==> config.mk <==
export PLATFORM = sky130hd
export DESIGN_NAME = bird_column
export DESIGN_NICKNAME = d
export VERILOG_FILES = /design/src/rtl/bird_pkg.sv /design/src/rtl/rise_detect.sv /design/src/rtl/bird_column.sv
export SDC_FILE = /design/constraint.sdc
export NUM_CORES = 1
export LEC_CHECK = 0
export ABC_AREA = 1
export ABC_CLOCK_PERIOD_IN_PS = 1700
export BUFFER_PORTS_ARGS = -buffer_cell sky130_fd_sc_hd__buf_2
export CORE_MARGIN = 8
export CORE_UTILIZATION = 58
export CTS_BUF_LIST = sky130_fd_sc_hd__clkbuf_8
export DETAILED_ROUTE_END_ITERATION = 10
export GPL_TIMING_DRIVEN = 0
export PLACE_DENSITY = 0.81
export SLEW_MARGIN = 20
export SYNTH_ARGS = -nofsm -noshare
export SYNTH_HDL_FRONTEND = slang
export SYNTH_SLANG_ARGS = --single-unit
==> constraint.sdc <==
create_clock -name clk -period 1.7 [get_ports clk]
set_input_delay 0 -clock clk [delete_from_list [all_inputs] [get_ports clk]]
set_output_delay 0 -clock clk [all_outputs]
set_load 0.01 [all_outputs]
==> src/rtl/bird_pkg.sv <==
// Shared types and helpers for the bird column tracker.
package bird_pkg;

  typedef enum logic [1:0] {
    IDLE,
    FLY,
    DEAD
  } bird_state_t;

  // Width of a row index for a column of h rows.
  function automatic int unsigned row_w(input int unsigned h);
    return $clog2(h);
  endfunction

endpackage

==> src/rtl/rise_detect.sv <==
// Rising-edge detector for a pre-synchronised key level.
// One flop of history; the registered copy is updated every cycle.
module rise_detect (
  input  logic clk,
  input  logic reset,
  input  logic d,
  output logic rise
);

  logic d_q;

  // Remember the previous key level.
  always_ff @(posedge clk or negedge reset) begin
    if (!reset) d_q <= 1'b0;
    else        d_q <= d;
  end

  assign rise = d & ~d_q;

endmodule

==> src/rtl/bird_column.sv <==
// Vertical bird tracker for one LED column.
// Optional feature macro: BIRD_CEIL_KILL_EN makes a flap at the ceiling lethal.
module bird_column
  import bird_pkg::*;
#(
  parameter int unsigned HEIGHT    = 8,
  parameter int unsigned START_ROW = 4,
  parameter int unsigned FALL_DIV  = 2
) (
  input  logic                      clk,
  input  logic                      reset,
  input  logic                      flap,
  input  logic                      fall_tick,
  input  logic                      pause,
  output logic [HEIGHT-1:0]         rows,
  output logic [row_w(HEIGHT)-1:0]  row_idx,
  output logic                      alive,
  output logic                      crash
);

  localparam int unsigned RW = row_w(HEIGHT);
  localparam int unsigned CW = row_w(FALL_DIV + 1);

  localparam logic [RW-1:0]     START  = RW'(START_ROW);
  localparam logic [RW-1:0]     TOP    = RW'(HEIGHT - 1);
  localparam logic [CW-1:0]     CNT_LAST = CW'(FALL_DIV - 1);
  localparam logic [HEIGHT-1:0] ONE    = HEIGHT'(1);

  bird_state_t   state;
  logic [CW-1:0] fall_cnt;
  logic          flap_rise;

  rise_detect u_flap_rise (
    .clk   (clk),
    .reset (reset),
    .d     (flap),
    .rise  (flap_rise)
  );

  // Bird FSM, gravity counter and registered one-hot row drive.
  always_ff @(posedge clk or negedge reset) begin
    if (!reset) begin
      state    <= IDLE;
      row_idx  <= START;
      fall_cnt <= '0;
      alive    <= 1'b0;
      crash    <= 1'b0;
      rows     <= ONE << START;
    end else begin
      crash <= 1'b0;
      case (state)
        IDLE: begin
          if (flap_rise) begin
            state <= FLY;
            alive <= 1'b1;
          end
        end
        FLY: begin
          if (!pause) begin
            if (flap_rise) begin
              fall_cnt <= '0;
`ifdef BIRD_CEIL_KILL_EN
              if (row_idx == TOP) begin
                state <= DEAD;
                alive <= 1'b0;
                crash <= 1'b1;
                rows  <= '0;
              end else begin
                row_idx <= row_idx + 1'b1;
                rows    <= ONE << (row_idx + 1'b1);
              end
`else
              if (row_idx != TOP) begin
                row_idx <= row_idx + 1'b1;
                rows    <= ONE << (row_idx + 1'b1);
              end
`endif
            end else if (fall_tick) begin
              if (fall_cnt == CNT_LAST) begin
                fall_cnt <= '0;
                if (row_idx == '0) begin
                  state <= DEAD;
                  alive <= 1'b0;
                  crash <= 1'b1;
                  rows  <= '0;
                end else begin
                  row_idx <= row_idx - 1'b1;
                  rows    <= ONE << (row_idx - 1'b1);
                end
              end else begin
                fall_cnt <= fall_cnt + 1'b1;
              end
            end
          end
        end
        DEAD: begin
          if (flap_rise) begin
            state    <= IDLE;
            row_idx  <= START;
            fall_cnt <= '0;
            rows     <= ONE << START;
          end
        end
        default: begin
          state <= IDLE;
          alive <= 1'b0;
        end
      endcase
    end
  end

endmodule

# [Word-level counts from Yosys, hierarchy flattened]
# Index checks and enable logic that the tools add are counted.
# Widths: inputs -> output; s select.
[totals] output_inout_bits=13 ff_bits=18
[op_classes] muxes=42 bitwise=3 add_sub_neg=3 shifts=2 reduce_logical=8 eq_ne=15
[op_table] operator="$mux 8" count=7
[op_table] operator="$mux 2" count=11
[op_table] operator="$mux 3" count=7
[op_table] operator="$reduce_and 7->1" count=3
[op_table] operator="$pmux 8 s2" count=1
[op_table] operator="$shl 1x3->8 const A" count=2
[op_table] operator="$ne 3x3->1 const B" count=5
[op_table] operator="$ne 2x2->1 const B" count=7
[op_table] operator="$mux 1" count=12
[op_table] operator="$pmux 2 s3" count=1
[op_table] operator="$pmux 3 s2" count=1
[op_table] operator="$reduce_and 6->1" count=1
[op_table] operator="$eq 2x1->1 const B" count=2
[op_table] operator="$pmux 2 s2" count=1
[op_table] operator="$reduce_and 4->1" count=1
[op_table] operator="$add 3x1->3 const B" count=1
[op_table] operator="$logic_not 3->1" count=1
[op_table] operator="$pmux 1 s3" count=1
[op_table] operator="$sub 3x1->3 const B" count=1
[op_table] operator="$add 2x1->2 const B" count=1
[op_table] operator="$eq 2x2->1 const B" count=1
[op_table] operator="$logic_not 2->1" count=1
[op_table] operator="$not 1->1" count=2
[op_table] operator="$reduce_bool 2->1" count=1
[op_table] operator="$and 1x1->1" count=1

# [Longest topological paths before layout]
# Gate-level depths: netlist (run 1).
[depth] ltp_word=8 mapped_depth=11

# [Hierarchy]
# Synthesis (run 1) repeated with hierarchy kept, for this count alone.
[hier_totals] cells_unflattened=171 area_unflattened_um2=1278.7
[by_module_without_submodules] mod="bird_column" area_each_um2=1243.7 cells_each=168 seq_area_each_um2=427.9 instances=1
[by_module_without_submodules] mod="rise_detect" area_each_um2=35.0 cells_each=3 seq_area_each_um2=25.0 instances=1

# [Worst setup path after synthesis (run 1)]
# No wires, ideal clock.
[synth_path] path_kind="reg2reg" from="register row_idx[0]" to="register rows[0]" path_buffers=0 t_arrival_ns=1.461 period_less_slack_ns=1.537 stages_incl_launch_ff=8 setup_time_ns=0.076 required_ns=1.624 path_slack_ns=0.163 path_cell_list="dfrtp_1 ha_1 ha_1 nor2_1 nand2_1 nand2_1 nand2_1 o21ai_1"
[synth_via] elab_chain_len=8 word_cells_on_any_way=15 classes_between="add/sub: 2; eq/ne: 2; shift: 2; mux: 7; reduce/logical: 2"
[synth_lines] element="start, declared" line_no="bird_column.sv:16" source="output logic [row_w(HEIGHT)-1:0] row_idx,"
[synth_lines] element="start signal, assigned" line_no="bird_column.sv:74" source="row_idx <= row_idx + 1'b1;"
[synth_lines] element="start signal, assigned" line_no="bird_column.sv:87" source="row_idx <= row_idx - 1'b1;"
[synth_lines] element="$sub 3x1->3" line_no="bird_column.sv:88" source="rows <= ONE << (row_idx - 1'b1);"
[synth_lines] element="$shl 1x3->8" line_no="bird_column.sv:88"
[synth_lines] element="$mux 8" line_no="bird_column.sv:81" source="if (row_idx == '0) begin"
[synth_lines] element="$mux 8" line_no="bird_column.sv:79" source="if (fall_cnt == CNT_LAST) begin"
[synth_lines] element="$mux 8" line_no="bird_column.sv:78" source="end else if (fall_tick) begin"
[synth_lines] element="$mux 8" line_no="bird_column.sv:60" source="if (flap_rise) begin"
[synth_lines] element="$mux 8" line_no="bird_column.sv:59" source="if (!pause) begin"
[synth_lines] element="$pmux 8 s2" line_no="bird_column.sv:51" source="case (state)"
[synth_lines] element="end signal, assigned" line_no="bird_column.sv:48" source="rows <= ONE << START;"
[synth_lines] element="end signal, assigned" line_no="bird_column.sv:75" source="rows <= ONE << (row_idx + 1'b1);"
[synth_lines] element="end signal, assigned" line_no="bird_column.sv:88"
[synth_lines] element="end, declared" line_no="bird_column.sv:15" source="output logic [HEIGHT-1:0] rows,"
# Several ways; a longest one is shown, not always the timed one. The select of a mux whose other input is x is not followed.
# A chain may end at the register's enable or synchronous reset.

# [Final worst setup path (run 1)]
[layout_path] from="register row_idx[0]" to="register rows[7]"
# The elaborated chain is that of the path after synthesis.

==> results.sh, run 1 <==
export IMPL_outcome="complete, no violations"
export IMPL_hold_violations=0
export IMPL_crit_fanout=6
export IMPL_syn_cell_area_sq_mm=0.00118
export IMPL_cts_tree="yes"
export IMPL_relSlewSlack_pct=73.1
export IMPL_reg2reg_depth=6
export IMPL_p_int_mw=1.27
export IMPL_clock_sink_count=18
export IMPL_synth_top_area_share_pct=33.9
export IMPL_crit_slowest_cell="dfrtp_2"
export IMPL_fin_crit_ps=1640
export IMPL_crit_reg2reg_launch="row_idx[0]$_DFFE_PN0P_"
export IMPL_wl_per_cell_microns=13.0
export IMPL_grt_pass1_wl_microns=4770
export IMPL_routed_wl_microns=2840
export IMPL_power_mw=2.33
export IMPL_period_share_pct=96.8
export IMPL_routabilityCongestion=0.872
export IMPL_route_vias_total=1138
export IMPL_syn_inst=168
export IMPL_die_x_microns=61.1
export IMPL_ys_top_cells_by_area="dfrtp_1 (34%), nand2_1 (19%), ha_1 (7.4%), nand3_1 (7.2%), inv_1 (6.0%)"
export IMPL_ioPinCount=18
export IMPL_layout_drive_gt1_share_pct=24.5
export IMPL_synth_edf_count=0
export IMPL_yosysWarnings=0
export IMPL_globalRouteTotalUtil_pct=17.3
export IMPL_placedInstanceArea_sq_mm=0.00130
export IMPL_clk_pin_slew_worst_paths_ps=70
export IMPL_r2r_setup_slack_ps=60
export IMPL_p_comb_share_pct=53.5
export IMPL_final_max_slew_viol_count=0
export IMPL_core_area_sq_mm=0.00194
export IMPL_setup_tns_final_ps=0
export IMPL_end_kind="register"
export IMPL_clockBufferDepth=2
export IMPL_cp_start_kind="register"
export IMPL_p_switching_mw=1.06
export IMPL_drt_iter0_markers=41
export IMPL_ys_seq_elements=18
export IMPL_drtPass1Iterations=4
export IMPL_seqPwrFrac_pct=31.2
export IMPL_overflow=0
export IMPL_fin_skew_ps=1.46
export IMPL_criticalPathCategory="reg -> reg"
export IMPL_nets=205
export IMPL_power_density_mw_per_mm2=1650
export IMPL_root_buffer="clkbuf_8"
export IMPL_netlist_top_cells_count="nand2_1 (60), inv_1 (19), nand3_1 (17), dfrtp_1 (16), nor2_1 (14)"
export IMPL_switching_share_pct=45.6
export IMPL_vdd_drop_max_uv=1330
export IMPL_area_growth_syn_to_layout_pct=19.6
export IMPL_drtAntennaViolNets=0
export IMPL_r2r_end="rows[7]$_DFFE_PN0P_"
export IMPL_hold_start="pause"
export IMPL_seq_area_frac_synth_pct=38.3
export IMPL_crit_path_frequent_cell="nand2_1"
export IMPL_grt_max_degree=19
export IMPL_initial_core_util_pct=60.8
export IMPL_drc=0
export IMPL_hp_class="in -> reg"
export IMPL_crit_required_ps=1890
export IMPL_cp_arrival_ps=1840
export IMPL_maxCapViolations=0
export IMPL_setup_violations_final=0
export IMPL_clkPwrFrac_pct=15.3
export IMPL_synth_most_common_cell="nand2_1"
export IMPL_worst_hold_path_num_cells=4
export IMPL_grt_pass1_vias=1104
export IMPL_drt_vias_per_instance=5.20
export IMPL_path_cells="ha_1, ha_2, nand2_1, o21ai_0, nand2_1, o21ai_2"
export IMPL_synth_top_area_cell="dfrtp_1"
export IMPL_antenna_found_initial=0
export IMPL_worstMarginPinSlew_ps=403
export IMPL_hpwl_microns=2040
export IMPL_die_area_sq_mm=0.00374
export IMPL_ys_types=22
export IMPL_fp_row_count=16
export IMPL_io_buffer_count=17
export IMPL_max_stage_delay_ps=450
export IMPL_synth_nets=180
export IMPL_holdPathEnd="crash$_DFF_PN0_"
export IMPL_h_tree_depth=1
export IMPL_rsz0062_at_grt="true"
export IMPL_diodes=0
export IMPL_synthArstFlopShare_pct=100
export IMPL_die_y_microns=61.1
export IMPL_n_fill_cell=172
export IMPL_max_freq_mhz=608
export IMPL_leakagePower_nw=0.808
export IMPL_numCtsBuffers=3
export IMPL_finalInstanceArea_sq_mm=0.00141
export IMPL_synth_ff_type="dfrtp_1"
export IMPL_insertion_delay_ps=260
export IMPL_syn_area_per_cell_sq_um=7.03
-- sequential cells by signal (all words and copies together), names as in the netlist --
signal           count
row_idx              3
state                2
crash                1
rows                 8
u_flap_rise.d_q      1
alive                1
fall_cnt             2
-- power by group through the flow --
stage	combinational, mW	clock, mW	sequential [mW]
global route	1.42	0.388	0.745
global placement	1.11	0	0.712
finish	1.25	0.357	0.726
floorplan	0.756	0	0.772
CTS	1.17	0.367	0.720
detailed placement	1.14	0	0.723
-- how the worst max path moves through the flow --
stage	to	slack [ps]	start	cells past startpoint
2_1_floorplan	rows[0]$_DFFE_PN0P_	160	row_idx[0]$_DFFE_PN0P_	7
3_3_place_gp	row_idx[2]$_DFFE_PN1P_	60	row_idx[0]$_DFFE_PN0P_	8
3_5_place_dp	row_idx[1]$_DFFE_PN0P_	20	row_idx[0]$_DFFE_PN0P_	10
4_1_cts	rows[0]$_DFFE_PN0P_	30	row_idx[0]$_DFFE_PN0P_	7
5_1_grt	alive$_DFFE_PN0P_	-20	row_idx[1]$_DFFE_PN0P_	11
6_report	rows[7]$_DFFE_PN0P_	60	row_idx[0]$_DFFE_PN0P_	6
-- cells by family (layout without fill, tap and decap cells) --
| kind of cell | after synthesis | after routing | share of synthesized area, % |
|---|---|---|---|
| simple gates | 101 | 101 | 36.7 |
| compound gates | 18 | 18 | 8.69 |
| buf+inv | 24 | 48 | 8.90 |
| fa+ha+maj | 7 | 7 | 7.41 |
| flops | 18 | 18 | 38.3 |
-- metal layers --
layer / vias up / global-route usage (%) / part of all wire [%]
li1: 579 / - / -
met1: 519 / 18.9 / 42
met2: 35 / 31.2 / 51
met3: 5 / 2.71 / 5.2
met4: 0 / 8.64 / 1.8
met5: - / 0 / 0
-- area by class of cell --
cell class	count	area [sq um]	share of cell area [%]
clock buffer	4	55.1	3.90
buffer	2	22.5	1.59
inverter	22	82.6	5.85
multi-input combinational	126	651	46.1
tap	27	33.8	2.39
timing repair buffer	20	113	7.97
sequential	18	455	32.2
-- worst max-delay path: cells and delay by family (launching register included) --
family	cells	cell delay, ps
adders and majority gates	2	630
and+or+nand+nor	2	180
AOI/OAI and AO/OA	2	330
DFF	1	450
-- layout by cell type (no fill, tap or decap), types with 4 or more instances in the layout --
| master | instances |
|---|---|
| nand2_1 | 59 |
| inv_2 | 5 |
| dfrtp_1 | 14 |
| a21oi_1 | 5 |
| ha_1 | 6 |
| nor2_1 | 11 |
| nand3_1 | 16 |
| clkbuf_8 | 4 |
| inv_1 | 17 |
| buf_2 | 17 |
| o21ai_0 | 6 |
-- metrics by stage --
step	instances	hold slack (ps)	utilization, %	setup WS [ps]
global route	219	127	72.7	-16.7
floorplan	168	-296	-	163
global placement	212	-57.3	66.9	55.7
CTS	218	85.0	71.0	28.5
detailed placement	212	-51.2	66.9	17.9
finish	219	92.2	72.7	55.0
-- what timing repair did --
action                                 CTS  global route
setup buffers                            0             1
hold buffers                             2             0
setup endpoints to repair                3             7
endpoints found under the hold margin   19             0
cloned                                   0             0
gates resized for setup                  2            10
No activity file was read; power rests on OpenSTA's default activity.
==> run 2, diff against run 1 <==
--- a/config.mk
+++ b/config.mk
@@ -5,15 +5,14 @@
 export SDC_FILE = /design/constraint.sdc
 export NUM_CORES = 1
 export LEC_CHECK = 0
-export ABC_AREA = 1
 export ABC_CLOCK_PERIOD_IN_PS = 1700
 export BUFFER_PORTS_ARGS = -buffer_cell sky130_fd_sc_hd__buf_2
 export CORE_MARGIN = 8
-export CORE_UTILIZATION = 58
+export CORE_UTILIZATION = 57
 export CTS_BUF_LIST = sky130_fd_sc_hd__clkbuf_8
 export DETAILED_ROUTE_END_ITERATION = 10
 export GPL_TIMING_DRIVEN = 0
-export PLACE_DENSITY = 0.81
+export PLACE_DENSITY = 0.8
 export SLEW_MARGIN = 20
 export SYNTH_ARGS = -nofsm -noshare
 export SYNTH_HDL_FRONTEND = slang
==> results.sh, run 2 <==
export IMPL_outcome="finished, violations left"
export IMPL_violations="setup timing"
export IMPL_drtPass1Iterations=4
export IMPL_largest_reg_flops=8
export IMPL_postLayoutSetupSlackWorst_ps=-37.9
export IMPL_initial_core_util_pct=58.2
export IMPL_insertion_delay_ps=250
export IMPL_globalRouteTotalUtil_pct=16.9
export IMPL_grt_pass1_wl_microns=4660
export IMPL_antenna_found_initial=0
export IMPL_synth_most_common_cell="dfrtp_1"
export IMPL_synth_top_area_share_pct=36.2
export IMPL_path_cells="ha_4, ha_4, nor3b_4, a22oi_2, a21boi_4, mux2_4"
export IMPL_die_area_sq_mm=0.00361
export IMPL_crit_slowest_cell="dfrtp_2"
export IMPL_p_switching_mw=0.924
export IMPL_nets=151
export IMPL_drt_iter0_markers=50
export IMPL_root_buffer="clkbuf_8"
export IMPL_synth_top_area_cell="dfrtp_1"
export IMPL_syn_cell_area_sq_mm=0.00111
export IMPL_hp_class="in -> reg"
export IMPL_seqPwrFrac_pct=30.3
export IMPL_switching_share_pct=40.4
export IMPL_clk_pin_slew_worst_paths_ps=70
export IMPL_fin_crit_ps=1740
export IMPL_grt_max_degree=19
export IMPL_period_share_pct=102
export IMPL_leakagePower_nw=0.663
export IMPL_clockBufferDepth=2
export IMPL_syn_inst=105
export IMPL_cp_start_kind="register"
export IMPL_p_int_mw=1.37
export IMPL_ioPinCount=18
export IMPL_final_max_slew_viol_count=0
export IMPL_p_comb_share_pct=54.5
export IMPL_seq_area_frac_synth_pct=40.9
export IMPL_area_growth_syn_to_layout_pct=33.9
export IMPL_die_y_microns=60.1
export IMPL_rsz0062_at_grt="true"
export IMPL_final_cell_mix="buf_2 (17), dfrtp_1 (12), buf_4 (10)"
export IMPL_numCtsBuffers=3
export IMPL_end_kind="register"
export IMPL_hpwl_microns=1790
export IMPL_diodes=0
export IMPL_fin_skew_ps=3.83
export IMPL_synth_edf_count=0
export IMPL_h_tree_depth=1
export IMPL_relSlewSlack_pct=71.6
export IMPL_synth_nets=117
export IMPL_vdd_drop_max_uv=1010
export IMPL_hold_violations=0
export IMPL_top_regs="rows (8), row_idx (3)"
export IMPL_crit_required_ps=1840
export IMPL_setup_violations_final=5
export IMPL_layout_drive_gt1_share_pct=45.7
export IMPL_reg2reg_depth=6
export IMPL_synth_ff_type="dfrtp_1"
export IMPL_ys_seq_elements=18
export IMPL_yosysWarnings=0
export IMPL_worstMarginPinSlew_ps=426
export IMPL_clock_sink_count=18
export IMPL_ys_top_cells_by_area="dfrtp_1 (36%), ha_1 (7.9%), dfstp_2 (4.7%), o2bb2ai_1 (4.0%), a21oi_1 (3.2%)"
export IMPL_max_stage_delay_ps=430
export IMPL_core_area_sq_mm=0.00190
export IMPL_route_vias_total=1031
export IMPL_cts_tree="yes"
export IMPL_routed_wl_microns=3020
export IMPL_crit_fanout=7
export IMPL_clkPwrFrac_pct=15.2
export IMPL_multi_input_area_sq_um=708
export IMPL_drt_vias_per_instance=6.25
export IMPL_n_fill_cell=122
export IMPL_overflow=0
export IMPL_syn_area_per_cell_sq_um=10.5
export IMPL_max_freq_mhz=575
export IMPL_mostFrequentLayoutCell="buf_2"
export IMPL_wl_per_cell_microns=18.3
export IMPL_grt_pass1_vias=968
export IMPL_synthArstFlopShare_pct=100
export IMPL_drc=0
export IMPL_criticalPathCategory="reg -> reg"
export IMPL_power_density_mw_per_mm2=1540
export IMPL_netlist_top_cells_count="dfrtp_1 (16), a21oi_1 (7), ha_1 (7), nor2_1 (7), o2bb2ai_1 (5)"
export IMPL_cp_arrival_ps=1880
export IMPL_maxCapViolations=0
export IMPL_fp_row_count=16
export IMPL_ys_types=43
export IMPL_setup_tns_final_ps=-121
export IMPL_die_x_microns=60.1
export IMPL_ff_latch_area_sq_um=458
export IMPL_routabilityCongestion=0.830
export IMPL_crit_path_frequent_cell="ha_4"
export IMPL_post_route_util_pct=78.0
export IMPL_io_buffer_count=17
export IMPL_top_register="rows"
export IMPL_worst_hold_path_num_cells=3
export IMPL_drtAntennaViolNets=0
==> run 2: cell count changes after synthesis, moves of 5 or more <==
cell,before,now
nand2_1,60,2
inv_1,19,4
nand3_1,17,2
nor2_1,14,7
o2bb2ai_1,0,5
==> run 2: routing by layer <==
metal	part of all wire (%)	track usage (%)
met1	43	20.7
met2	48	28.9
met3	6.2	3.66
met4	2.0	4.42
met5	0	0
==> run 2: worst paths after layout <==
path | start | end | slack [ps]
worst max-delay path | row_idx[1]$_DFFE_PN0P_ | rows[3]$_DFFE_PN0P_ | -40
worst min-delay path | pause | crash$_DFF_PN0_ | 80
worst max register to register | row_idx[1]$_DFFE_PN0P_ | rows[3]$_DFFE_PN0P_ | -40
worst min register to register | rows[1]$_DFFE_PN0P_ | rows[1]$_DFFE_PN0P_ | 490
max in group asynchronous | reset | rows[4]$_DFFE_PN1P_ | 1170
min in group asynchronous | reset | crash$_DFF_PN0_ | 200
==> run 2: layout make-up <==
| cell class | count | share of cell area [%] |
|---|---|---|
| multi-input cells | 78 | 47.8 |
| well taps | 27 | 2.28 |
| plain buffers | 5 | 2.19 |
| repair buffers | 29 | 12.2 |
| clock buffers | 4 | 3.71 |
| inverters | 4 | 1.01 |
| flip-flops and latches | 18 | 30.9 |
==> run 2: power groups by stage <==
stage	Sequential, mW	Clock [mW]	Combinational, mW
after floorplan	0.748	0	0.647
after global placement	0.704	0	0.940
after detailed placement	0.714	0	0.969
after CTS	0.688	0.354	1.18
after global routing	0.705	0.374	1.33
final	0.693	0.349	1.25
==> run 2: stage by stage <==
stage	cell area [sq um]	total power [mW]	setup slack (ps)	hold WS, ps	std cells
finish	1480	2.29	-37.9	84.6	165
global route	1480	2.41	-120	95.9	165
CTS	1450	2.22	-25.3	76.4	164
detailed placement	1260	1.68	-162	-47.3	149
global placement	1260	1.64	-113	-55.4	149
floorplan	1140	1.40	10.6	-296	105
==> run 2: cells by family (layout without fill, tap and decap cells) <==
kind of cell / after synthesis / in the layout / share of synthesized area (%)
AOI/OAI and AO/OA: 38 / 38 / 27.0
muxes: 3 / 3 / 3.05
and+or+nand+nor: 30 / 30 / 17.3
buffers and inverters: 9 / 42 / 3.84
adders and majority gates: 7 / 7 / 7.91
DFF: 18 / 18 / 40.9
==> run 2: worst max-delay path: cells and delay by family, from the launching register on <==
kind                     cells  cell delay [ps]
AO/OA/AOI/OAI                2              500
flip-flops                   1              430
AND/OR/NAND/NOR              1               50
adder cells (fa/ha/maj)      2              310
multiplexers                 1              330
==> run 2: timing repair <==
action,CTS,global route
resized for setup,12,9
pin swaps,4,4
endpoints found under the hold margin,19,0
setup buffers,9,2
endpoints found under the setup margin,14,16
hold buffers,2,0
